--- config.mk ---
export PLATFORM = sky130hd
export DESIGN_NAME = mem_port_arbiter_flat
export DESIGN_NICKNAME = d
export VERILOG_FILES = /design/src/rtl/mem_port_arbiter_if.sv /design/src/rtl/mem_port_arbiter.sv /design/src/flat_wrapper.sv
export SDC_FILE = /design/constraint.sdc
export NUM_CORES = 1
export LEC_CHECK = 0
export ABC_AREA = 1
export ABC_CLOCK_PERIOD_IN_PS = 1200
export CORE_AREA = 2 2 109 111
export DETAILED_ROUTE_END_ITERATION = 10
export DIE_AREA = 0 0 111 113
export MAX_ROUTING_LAYER = met4
export PLACE_DENSITY = 0.6
export SYNTH_ARGS = -nofsm -noshare
export SYNTH_HDL_FRONTEND = slang
export SYNTH_SLANG_ARGS = --single-unit
export TNS_END_PERCENT = 50
--- constraint.sdc ---
create_clock -name clk -period 1.2 [get_ports clk]
set_input_delay 0.24 -clock clk [delete_from_list [all_inputs] [get_ports clk]]
set_output_delay 0.24 -clock clk [all_outputs]
set_load 0.005 [all_outputs]
--- src/rtl/mem_port_arbiter_if.sv ---
// ---------------------------------------------------------------------------
// mem_port_arbiter_if
//   Bundles the three handshake groups around mem_port_arbiter:
//     - IF read port   : if_req_i/if_addr_i -> if_gnt_o/if_rvalid_o/if_rdata_o
//     - EX load/store  : ex_req_i/ex_we_i/ex_addr_i/ex_wdata_i/ex_be_i
//                        -> ex_gnt_o/ex_rvalid_o/ex_rdata_o
//     - memory port    : mem_req_o/mem_we_o/mem_addr_o/mem_wdata_o/mem_be_o
//                        <- mem_gnt_i/mem_rvalid_i/mem_rdata_i
//     - hold_flag_o    : EX-side pipeline stall towards ctrl
//   Signal suffixes are written from the arbiter's point of view.
//   Modports:
//     slave  - the arbiter itself
//     master - the surrounding environment (requesters, memory, ctrl)
// ---------------------------------------------------------------------------
interface mem_port_arbiter_if #(
    parameter int ADDR_WIDTH = 32,
    parameter int DATA_WIDTH = 32
);
    localparam int BE_WIDTH = DATA_WIDTH / 8;

    // IF read port
    logic                  if_req_i;
    logic [ADDR_WIDTH-1:0] if_addr_i;
    logic                  if_gnt_o;
    logic                  if_rvalid_o;
    logic [DATA_WIDTH-1:0] if_rdata_o;

    // EX load/store port
    logic                  ex_req_i;
    logic                  ex_we_i;
    logic [ADDR_WIDTH-1:0] ex_addr_i;
    logic [DATA_WIDTH-1:0] ex_wdata_i;
    logic [BE_WIDTH-1:0]   ex_be_i;
    logic                  ex_gnt_o;
    logic                  ex_rvalid_o;
    logic [DATA_WIDTH-1:0] ex_rdata_o;

    // Shared memory port
    logic                  mem_req_o;
    logic                  mem_we_o;
    logic [ADDR_WIDTH-1:0] mem_addr_o;
    logic [DATA_WIDTH-1:0] mem_wdata_o;
    logic [BE_WIDTH-1:0]   mem_be_o;
    logic                  mem_gnt_i;
    logic                  mem_rvalid_i;
    logic [DATA_WIDTH-1:0] mem_rdata_i;

    // Stall towards ctrl
    logic                  hold_flag_o;

    modport slave (
        input  if_req_i, if_addr_i,
        output if_gnt_o, if_rvalid_o, if_rdata_o,
        input  ex_req_i, ex_we_i, ex_addr_i, ex_wdata_i, ex_be_i,
        output ex_gnt_o, ex_rvalid_o, ex_rdata_o,
        output mem_req_o, mem_we_o, mem_addr_o, mem_wdata_o, mem_be_o,
        input  mem_gnt_i, mem_rvalid_i, mem_rdata_i,
        output hold_flag_o
    );

    modport master (
        output if_req_i, if_addr_i,
        input  if_gnt_o, if_rvalid_o, if_rdata_o,
        output ex_req_i, ex_we_i, ex_addr_i, ex_wdata_i, ex_be_i,
        input  ex_gnt_o, ex_rvalid_o, ex_rdata_o,
        input  mem_req_o, mem_we_o, mem_addr_o, mem_wdata_o, mem_be_o,
        output mem_gnt_i, mem_rvalid_i, mem_rdata_i,
        input  hold_flag_o
    );
endinterface

--- src/rtl/mem_port_arbiter.sv ---
// ---------------------------------------------------------------------------
// mem_port_arbiter
//   Shares one single-port memory between instruction fetch (IF) and the
//   execute unit's load/store path (EX), one outstanding transaction at a
//   time. EX wins arbitration unless IF has been passed over STARVE_LIMIT
//   times in a row while waiting (STARVE_LIMIT = 0 disables the guard).
//   Also produces hold_flag_o, the EX-side stall for ctrl.
//
//   Ports:
//     clk  - clock
//     rst  - synchronous reset, active-high
//     bus  - mem_port_arbiter_if.slave (IF port, EX port, memory port,
//            hold_flag_o)
//
//   Transaction flow: IDLE (arbitrate) -> ISSUE (mem_req_o until mem_gnt_i)
//   -> WAIT_RSP (until mem_rvalid_i) -> IDLE.
// ---------------------------------------------------------------------------
module mem_port_arbiter #(
    parameter int ADDR_WIDTH   = 32,
    parameter int DATA_WIDTH   = 32,
    parameter int STARVE_LIMIT = 4
) (
    input logic             clk,
    input logic             rst,
    mem_port_arbiter_if.slave bus
);

    localparam int BE_WIDTH = DATA_WIDTH / 8;
    localparam int STREAK_W = (STARVE_LIMIT > 0) ? $clog2(STARVE_LIMIT + 1) : 1;
    localparam logic [STREAK_W-1:0] STREAK_MAX = STREAK_W'(STARVE_LIMIT);
    localparam bit GUARD_EN = (STARVE_LIMIT != 0);

    typedef enum logic [1:0] {
        ST_IDLE,
        ST_ISSUE,
        ST_WAIT_RSP
    } state_e;

    typedef enum logic {
        OWN_IF,
        OWN_EX
    } owner_e;

    state_e                state_q, state_d;
    owner_e                owner_q, owner_d;
    logic [STREAK_W-1:0]   streak_q, streak_d;

    logic                  force_if;
    logic                  gnt_fire;
    logic                  rsp_fire;
    logic                  ex_busy;
    logic                  issue_act;
    logic [ADDR_WIDTH-1:0] owner_addr;

    // IF is forced only when it is actually waiting and EX has used up its streak.
    assign force_if = GUARD_EN && (streak_q == STREAK_MAX) && bus.if_req_i;

    assign gnt_fire = (state_q == ST_ISSUE)    && bus.mem_gnt_i;
    // Responses are only meaningful while a transaction is outstanding; any
    // other mem_rvalid_i (spurious, or late after a reset) is dropped here.
    assign rsp_fire = (state_q == ST_WAIT_RSP) && bus.mem_rvalid_i;

    // ------------------------------------------------------------------
    // Next-state logic
    // ------------------------------------------------------------------
    always_comb begin
        // NOTE: every variable gets a default first so no path leaves it
        // unassigned; a missing default here would infer latches.
        state_d  = state_q;
        owner_d  = owner_q;
        streak_d = streak_q;

        unique case (state_q)
            ST_IDLE: begin
                if (bus.if_req_i || bus.ex_req_i) begin
                    owner_d = (bus.ex_req_i && !force_if) ? OWN_EX : OWN_IF;
                    state_d = ST_ISSUE;
                end
            end

            ST_ISSUE: begin
                // Owner stays locked until the memory accepts the request.
                if (bus.mem_gnt_i) begin
                    state_d = ST_WAIT_RSP;
                    if (owner_q == OWN_EX && bus.if_req_i) begin
                        streak_d = (streak_q == STREAK_MAX) ? streak_q
                                                            : streak_q + 1'b1;
                    end else begin
                        streak_d = '0;
                    end
                end
            end

            ST_WAIT_RSP: begin
                if (bus.mem_rvalid_i) begin
                    state_d = ST_IDLE;
                end
            end

            default: state_d = ST_IDLE;
        endcase
    end

    // ------------------------------------------------------------------
    // State registers
    // ------------------------------------------------------------------
    // NOTE: sequential state uses non-blocking assignments so every register
    // samples the pre-edge values, independent of statement order.
    always_ff @(posedge clk) begin
        if (rst) begin
            state_q  <= ST_IDLE;
            owner_q  <= OWN_IF;
            streak_q <= '0;
        end else begin
            state_q  <= state_d;
            owner_q  <= owner_d;
            streak_q <= streak_d;
        end
    end

    // ------------------------------------------------------------------
    // Outputs: decoded from registered state, with the handshake pulses and
    // read data passed straight through. Everything is forced low while
    // rst is high, even mid-transaction.
    // ------------------------------------------------------------------
    assign ex_busy    = (owner_q == OWN_EX) && (state_q != ST_IDLE);
    assign issue_act  = !rst && (state_q == ST_ISSUE);
    assign owner_addr = (owner_q == OWN_EX) ? bus.ex_addr_i : bus.if_addr_i;

    assign bus.mem_req_o   = issue_act;
    assign bus.mem_we_o    = issue_act && (owner_q == OWN_EX) && bus.ex_we_i;
    assign bus.mem_addr_o  = issue_act ? owner_addr : '0;
    assign bus.mem_wdata_o = (issue_act && owner_q == OWN_EX) ? bus.ex_wdata_i : '0;
    assign bus.mem_be_o    = !issue_act          ? '0 :
                             (owner_q == OWN_EX) ? bus.ex_be_i : {BE_WIDTH{1'b1}};

    assign bus.if_gnt_o    = !rst && gnt_fire && (owner_q == OWN_IF);
    assign bus.ex_gnt_o    = !rst && gnt_fire && (owner_q == OWN_EX);
    assign bus.if_rvalid_o = !rst && rsp_fire && (owner_q == OWN_IF);
    assign bus.ex_rvalid_o = !rst && rsp_fire && (owner_q == OWN_EX);
    assign bus.if_rdata_o  = bus.if_rvalid_o ? bus.mem_rdata_i : '0;
    assign bus.ex_rdata_o  = bus.ex_rvalid_o ? bus.mem_rdata_i : '0;

    // EX is stalled while it waits for the port or its own access is in
    // flight; the stall lifts in the cycle its response arrives.
    assign bus.hold_flag_o = !rst && (bus.ex_req_i || ex_busy) && !bus.ex_rvalid_o;

endmodule

--- src/flat_wrapper.sv ---
// flat-port wrapper written by rule: the top's interface ports become plain ports
module mem_port_arbiter_flat 
#(
    parameter int ADDR_WIDTH   = 32,
    parameter int DATA_WIDTH   = 32,
    parameter int STARVE_LIMIT = 4
)
  (clk, rst, bus_if_req_i, bus_if_addr_i, bus_if_gnt_o, bus_if_rvalid_o, bus_if_rdata_o, bus_ex_req_i, bus_ex_we_i, bus_ex_addr_i, bus_ex_wdata_i, bus_ex_be_i, bus_ex_gnt_o, bus_ex_rvalid_o, bus_ex_rdata_o, bus_mem_req_o, bus_mem_we_o, bus_mem_addr_o, bus_mem_wdata_o, bus_mem_be_o, bus_mem_gnt_i, bus_mem_rvalid_i, bus_mem_rdata_i, bus_hold_flag_o);
  mem_port_arbiter_if #(.ADDR_WIDTH(ADDR_WIDTH), .DATA_WIDTH(DATA_WIDTH)) bus_i ();
  input logic clk;
  input logic rst;
  input wire logic [$bits(bus_i.if_req_i)-1:0] bus_if_req_i;
  input wire logic [$bits(bus_i.if_addr_i)-1:0] bus_if_addr_i;
  output wire logic [$bits(bus_i.if_gnt_o)-1:0] bus_if_gnt_o;
  output wire logic [$bits(bus_i.if_rvalid_o)-1:0] bus_if_rvalid_o;
  output wire logic [$bits(bus_i.if_rdata_o)-1:0] bus_if_rdata_o;
  input wire logic [$bits(bus_i.ex_req_i)-1:0] bus_ex_req_i;
  input wire logic [$bits(bus_i.ex_we_i)-1:0] bus_ex_we_i;
  input wire logic [$bits(bus_i.ex_addr_i)-1:0] bus_ex_addr_i;
  input wire logic [$bits(bus_i.ex_wdata_i)-1:0] bus_ex_wdata_i;
  input wire logic [$bits(bus_i.ex_be_i)-1:0] bus_ex_be_i;
  output wire logic [$bits(bus_i.ex_gnt_o)-1:0] bus_ex_gnt_o;
  output wire logic [$bits(bus_i.ex_rvalid_o)-1:0] bus_ex_rvalid_o;
  output wire logic [$bits(bus_i.ex_rdata_o)-1:0] bus_ex_rdata_o;
  output wire logic [$bits(bus_i.mem_req_o)-1:0] bus_mem_req_o;
  output wire logic [$bits(bus_i.mem_we_o)-1:0] bus_mem_we_o;
  output wire logic [$bits(bus_i.mem_addr_o)-1:0] bus_mem_addr_o;
  output wire logic [$bits(bus_i.mem_wdata_o)-1:0] bus_mem_wdata_o;
  output wire logic [$bits(bus_i.mem_be_o)-1:0] bus_mem_be_o;
  input wire logic [$bits(bus_i.mem_gnt_i)-1:0] bus_mem_gnt_i;
  input wire logic [$bits(bus_i.mem_rvalid_i)-1:0] bus_mem_rvalid_i;
  input wire logic [$bits(bus_i.mem_rdata_i)-1:0] bus_mem_rdata_i;
  output wire logic [$bits(bus_i.hold_flag_o)-1:0] bus_hold_flag_o;
  assign bus_i.if_req_i = bus_if_req_i;
  assign bus_i.if_addr_i = bus_if_addr_i;
  assign bus_if_gnt_o = bus_i.if_gnt_o;
  assign bus_if_rvalid_o = bus_i.if_rvalid_o;
  assign bus_if_rdata_o = bus_i.if_rdata_o;
  assign bus_i.ex_req_i = bus_ex_req_i;
  assign bus_i.ex_we_i = bus_ex_we_i;
  assign bus_i.ex_addr_i = bus_ex_addr_i;
  assign bus_i.ex_wdata_i = bus_ex_wdata_i;
  assign bus_i.ex_be_i = bus_ex_be_i;
  assign bus_ex_gnt_o = bus_i.ex_gnt_o;
  assign bus_ex_rvalid_o = bus_i.ex_rvalid_o;
  assign bus_ex_rdata_o = bus_i.ex_rdata_o;
  assign bus_mem_req_o = bus_i.mem_req_o;
  assign bus_mem_we_o = bus_i.mem_we_o;
  assign bus_mem_addr_o = bus_i.mem_addr_o;
  assign bus_mem_wdata_o = bus_i.mem_wdata_o;
  assign bus_mem_be_o = bus_i.mem_be_o;
  assign bus_i.mem_gnt_i = bus_mem_gnt_i;
  assign bus_i.mem_rvalid_i = bus_mem_rvalid_i;
  assign bus_i.mem_rdata_i = bus_mem_rdata_i;
  assign bus_hold_flag_o = bus_i.hold_flag_o;
  mem_port_arbiter #(.ADDR_WIDTH(ADDR_WIDTH), .DATA_WIDTH(DATA_WIDTH), .STARVE_LIMIT(STARVE_LIMIT)) u_core (.clk(clk), .rst(rst), .bus(bus_i));
endmodule
# After elaboration in Yosys (flattened, before gate mapping)
# Cells that the tools add are included.
# W data, S select, Z words.
# word_totals
word_cells	53
reg_bits	6
inputBits	139
# classes
bitwise_logic	1
n_addsub	1
muxes	14
n_eq_ne	7
reduce_logical	27
# ops
op	n
$mux W32	5
$logic_and A1 B1 Y1	17
$mux W4	2
$mux W2	3
$mux W3	2
$ne A2 B2 Y1 const B	3
$pmux W2 S3	1
$reduce_and A3 Y1	2
$add A3 B1 Y3 const B	1
$eq A3 B3 Y1 const B	1
$logic_not A1 Y1	3
$eq A2 B1 Y1 const B	1
$eq A2 B2 Y1 const B	1
$logic_not A2 Y1	1
$logic_or A1 B1 Y1	2
$ne A2 B1 Y1 const B	1
$reduce_and A2 Y1	1
$reduce_bool A2 Y1	1
$mux W1	1
$not A1 Y1	1

# Logic depth before layout (Yosys ltp)
# logic_depth
depth_word	6
mapped_depth	9
depth_no_buf	9

# Worst setup path after synthesis
# OpenSTA, ideal clock, no wires.
# synth_timing
path_kind	flip-flop to output port
startpoint	register u_core.owner_q
endpoint	output port bus_ex_rdata_o[11]
stages_incl_launch_ff	7
arrival_time_ns	1.024
path_buffers	2
slack_ns	-0.064
path_cell_list	dfxtp_1 buf_2 nand2_1 nor2_4 inv_2 buf_6 nor2_1
# synth_via
elab_chain_len	2
# synth_lines
item	line_no	rtl
start: declaration	mem_port_arbiter.sv:45	owner_e owner_q, owner_d;
start signal: assignment	mem_port_arbiter.sv:116	owner_q <= owner_d;
$logic_and A1 B1 Y1	mem_port_arbiter.sv:140	assign bus.ex_rvalid_o = !rst && rsp_fire && (owner_q == OWN_EX);
via bus_ex_rvalid_o	flat_wrapper.sv:23	output wire logic [$bits(bus_i.ex_rvalid_o)-1:0] bus_ex_rvalid_o;
$mux W32	mem_port_arbiter.sv:142	assign bus.ex_rdata_o = bus.ex_rvalid_o ? bus.mem_rdata_i : '0;
end: declaration	flat_wrapper.sv:24	output wire logic [$bits(bus_i.ex_rdata_o)-1:0] bus_ex_rdata_o;
# The timed path passes the listed nets, and every way through them passes these cells.

# Final worst setup path
# layout_timing
startpoint	register u_core.state_q[0]
endpoint	output port bus_mem_wdata_o[7]
# layout_via
elab_chain_len	4
# layout_lines
item	line_no	rtl
start: declaration	mem_port_arbiter.sv:44	state_e state_q, state_d;
start signal: assignment	mem_port_arbiter.sv:115	state_q <= state_d;
$eq A2 B1 Y1	mem_port_arbiter.sv:127	assign issue_act = !rst && (state_q == ST_ISSUE);
$logic_and A1 B1 Y1	mem_port_arbiter.sv:127	
$logic_and A1 B1 Y1	mem_port_arbiter.sv:133	assign bus.mem_wdata_o = (issue_act && owner_q == OWN_EX) ? bus.ex_wdata_i : '0;
$mux W32	mem_port_arbiter.sv:133	
end: declaration	flat_wrapper.sv:28	output wire logic [$bits(bus_i.mem_wdata_o)-1:0] bus_mem_wdata_o;
# Every way passes these cells.

==> results.json <==
{
  "ys_seq_area_share_pct": 6.93,
  "grt_pass1_vias": 3374,
  "status": "finished, violations left",
  "final_layout_size_suffix_gt1_share_pct": 48.9,
  "fin_area_mm2": 0.00524,
  "slew_headroom_pct": 85.0,
  "final_util_pct": 46.5,
  "power_mw": 2.10,
  "antenna_found_initial": 0,
  "p_leak_nw": 2.60,
  "postRouteAntennaNets": 0,
  "regArea_um2": 133,
  "hold_buffers": 0,
  "cp_top_family": "buffers and inverters",
  "worstMarginPinSlew_ps": 222,
  "fill_cells": 1158,
  "clock_latency_ps": 230,
  "r2r_start": "u_core.streak_q[0]",
  "cts_buffers": 3,
  "hold_ws_ps": 444,
  "drtPass1Iterations": 4,
  "max_cap_violations": 0,
  "dieArea_mm2": 0.0125,
  "min_from": "rst",
  "min-delay-path-class": "input port to flip-flop",
  "path_cells": "inv_4 > nor2_4 > nand2_4 > inv_8 > nand2_8 > buf_16 > nor2_2 > buf_2",
  "ys_ff_latch": 6,
  "cts_tree": "built",
  "vias": 3259,
  "overflow": 0,
  "routed_wl_mm": 10.7,
  "via_per_inst": 4.08,
  "coreArea_mm2": 0.0113,
  "ios": 278,
  "clk_pin_slew_ps": 30,
  "slowest_stage": "dfxtp_4",
  "drt_iter0_drc": 65,
  "synth_cell_types": 18,
  "die_y_um": 113,
  "finClkSkew_ps": 3.28,
  "placement.io_buffers": 277,
  "irDropWorstVdd_mv": 0.383,
  "start_util_pct": 15.4,
  "cts_max_path_buffers": 2,
  "wl_per_cell_um": 13.4,
  "setup_viol": 139,
  "path_buf_inv": 4,
  "grt_first_pass_wirelength_mm": 16.3,
  "synth_area_per_cell_um2": 4.91,
  "rsz0062_at_grt": "yes",
  "placed_area_mm2": 0.00476,
  "drv_slew": 0,
  "fin_ws_ps": -421,
  "worstSetupPathType": "flip-flop to output pin",
  "cp-start-kind": "flip-flop",
  "drc": 0,
  "worstPathRequired_ps": 960,
  "fin_crit_ps": 1620,
  "dp_hpwl_mm": 8.19,
  "cp-startpoint": "u_core.state_q[0]",
  "n_antenna_cell": 0,
  "areaGrowthSynthToFinish_pct": 202,
  "slowest_delay_ps": 350,
  "fin_crit_sh_pct": 135,
  "multiInputGateArea_mm2": 0.00166,
  "cp-end-kind": "output pin",
  "placementRows": 39,
  "grt_max_degree": 38,
  "fmax_mhz": 617,
  "cts_root_buf": "clkbuf_16",
  "synth_fp_nets": 494,
  "synth_area_mm2": 0.00173,
  "hold_viol": 0,
  "clkSinkCount": 6,
  "finalNetCount": 798,
  "p_per_area_mw_per_mm2": 401,
  "worstPathMaxFanout": 8,
  "globalplace.congestion": 0.878,
  "violations": "setup timing",
  "htree_levels": 1,
  "critical_path_arrival_ps": 1380,
  "ys_warn_count": 0,
  "netlist_instances": 353,
  "die_width_um": 111,
  "track_usage_pct": 16.2
}
[through the flow]
stage               instances  worst slack [ps]  setup TNS (ps)
global route              798              -497          -56510
CTS                       796              -460          -52000
detailed placement        775              -948         -121580
floorplan                 353             -21.7            -812
global placement          775              -925         -120710
finish                    798              -421          -48110
[synthesized netlist by cell type, drive strengths merged]
master / n / area [um^2]
nand3b: 1 / 7.51
dfxtp: 6 / 120
buf: 18 / 149
clkbuf: 2 / 7.51
nor2: 117 / 564
nand2: 84 / 330
ha: 2 / 25.0
o21ai: 2 / 10.0
nand3: 5 / 37.5
a21oi: 37 / 185
inv: 79 / 297
[flip-flops by register name, indices dropped and copies added (netlist names)]
signal           count
u_core.state_q       2
u_core.owner_q       1
u_core.streak_q      3
[final cells by class]
cell class	instances	area share [%]
inverters	79	5.99
multi-input cells	251	31.6
flip-flops and latches	6	2.53
clock buffers	3	1.43
repair buffers	316	55.0
well taps	143	3.41
[cells by family after synthesis]
logic type | count (synthesis) | share of synthesized area (%)
and+or+nand+nor | 207 | 54.2
DFF | 6 | 6.93
buffers and inverters | 99 | 26.1
AOI/OAI and AO/OA | 39 | 11.3
adders and majority gates | 2 | 1.44
[worst register-to-register path, delay by kind of cell, from the launching register on]
kind	cells	cell delay [ps]
adder cells (fa/ha/maj)	1	190
AO/OA/AOI/OAI	1	120
AND/OR/NAND/NOR	4	290
flip-flops	1	330
buffers and inverters	2	100
[layout by cell type, fill, tap and decap left out, drive strengths merged]
| cell | count |
|---|---|
| a21oi | 37 |
| buf | 152 |
| clkbuf | 5 |
| clkdlybuf4s15 | 23 |
| clkdlybuf4s50 | 136 |
| dfxtp | 6 |
| dlygate4sd2 | 3 |
| ha | 2 |
| inv | 79 |
| nand2 | 87 |
| nand3 | 5 |
| nand3b | 1 |
| nor2 | 117 |
| o21ai | 2 |
[path summary, 6_finish.rpt]
check | to | slack, ps | depth (start not counted)
min reg2reg | u_core.streak_q[0] | 500 | 2
min | u_core.state_q[1] | 440 | 3
max | bus_mem_wdata_o[7] | -420 | 8
max reg2reg | u_core.streak_q[1] | 40 | 8
[layer usage]
metal / wire length (um) / up-vias / GRT usage [%]
li1: - / 1627 / -
met1: 4080 / 1438 / 17.1
met2: 5730 / 180 / 31.7
met3: 691 / 14 / 1.98
met4: 204 / 0 / 4.42
met5: 0 / - / -
[what timing repair did]
item,CTS,global route
cloned,9,1
buffers inserted,9,1
pin swaps,14,11
setup endpoints to repair,140,141
gates resized for setup,631,69
endpoints found under the hold margin,0,0
[where the power goes]
part	internal [mW]	total (mW)	switching, mW
registers	0.215	0.233	0.0178
clock network	0.427	0.535	0.108
logic	0.754	1.34	0.583
total	1.40	2.10	0.708
Power figures use the tool's default switching activity.
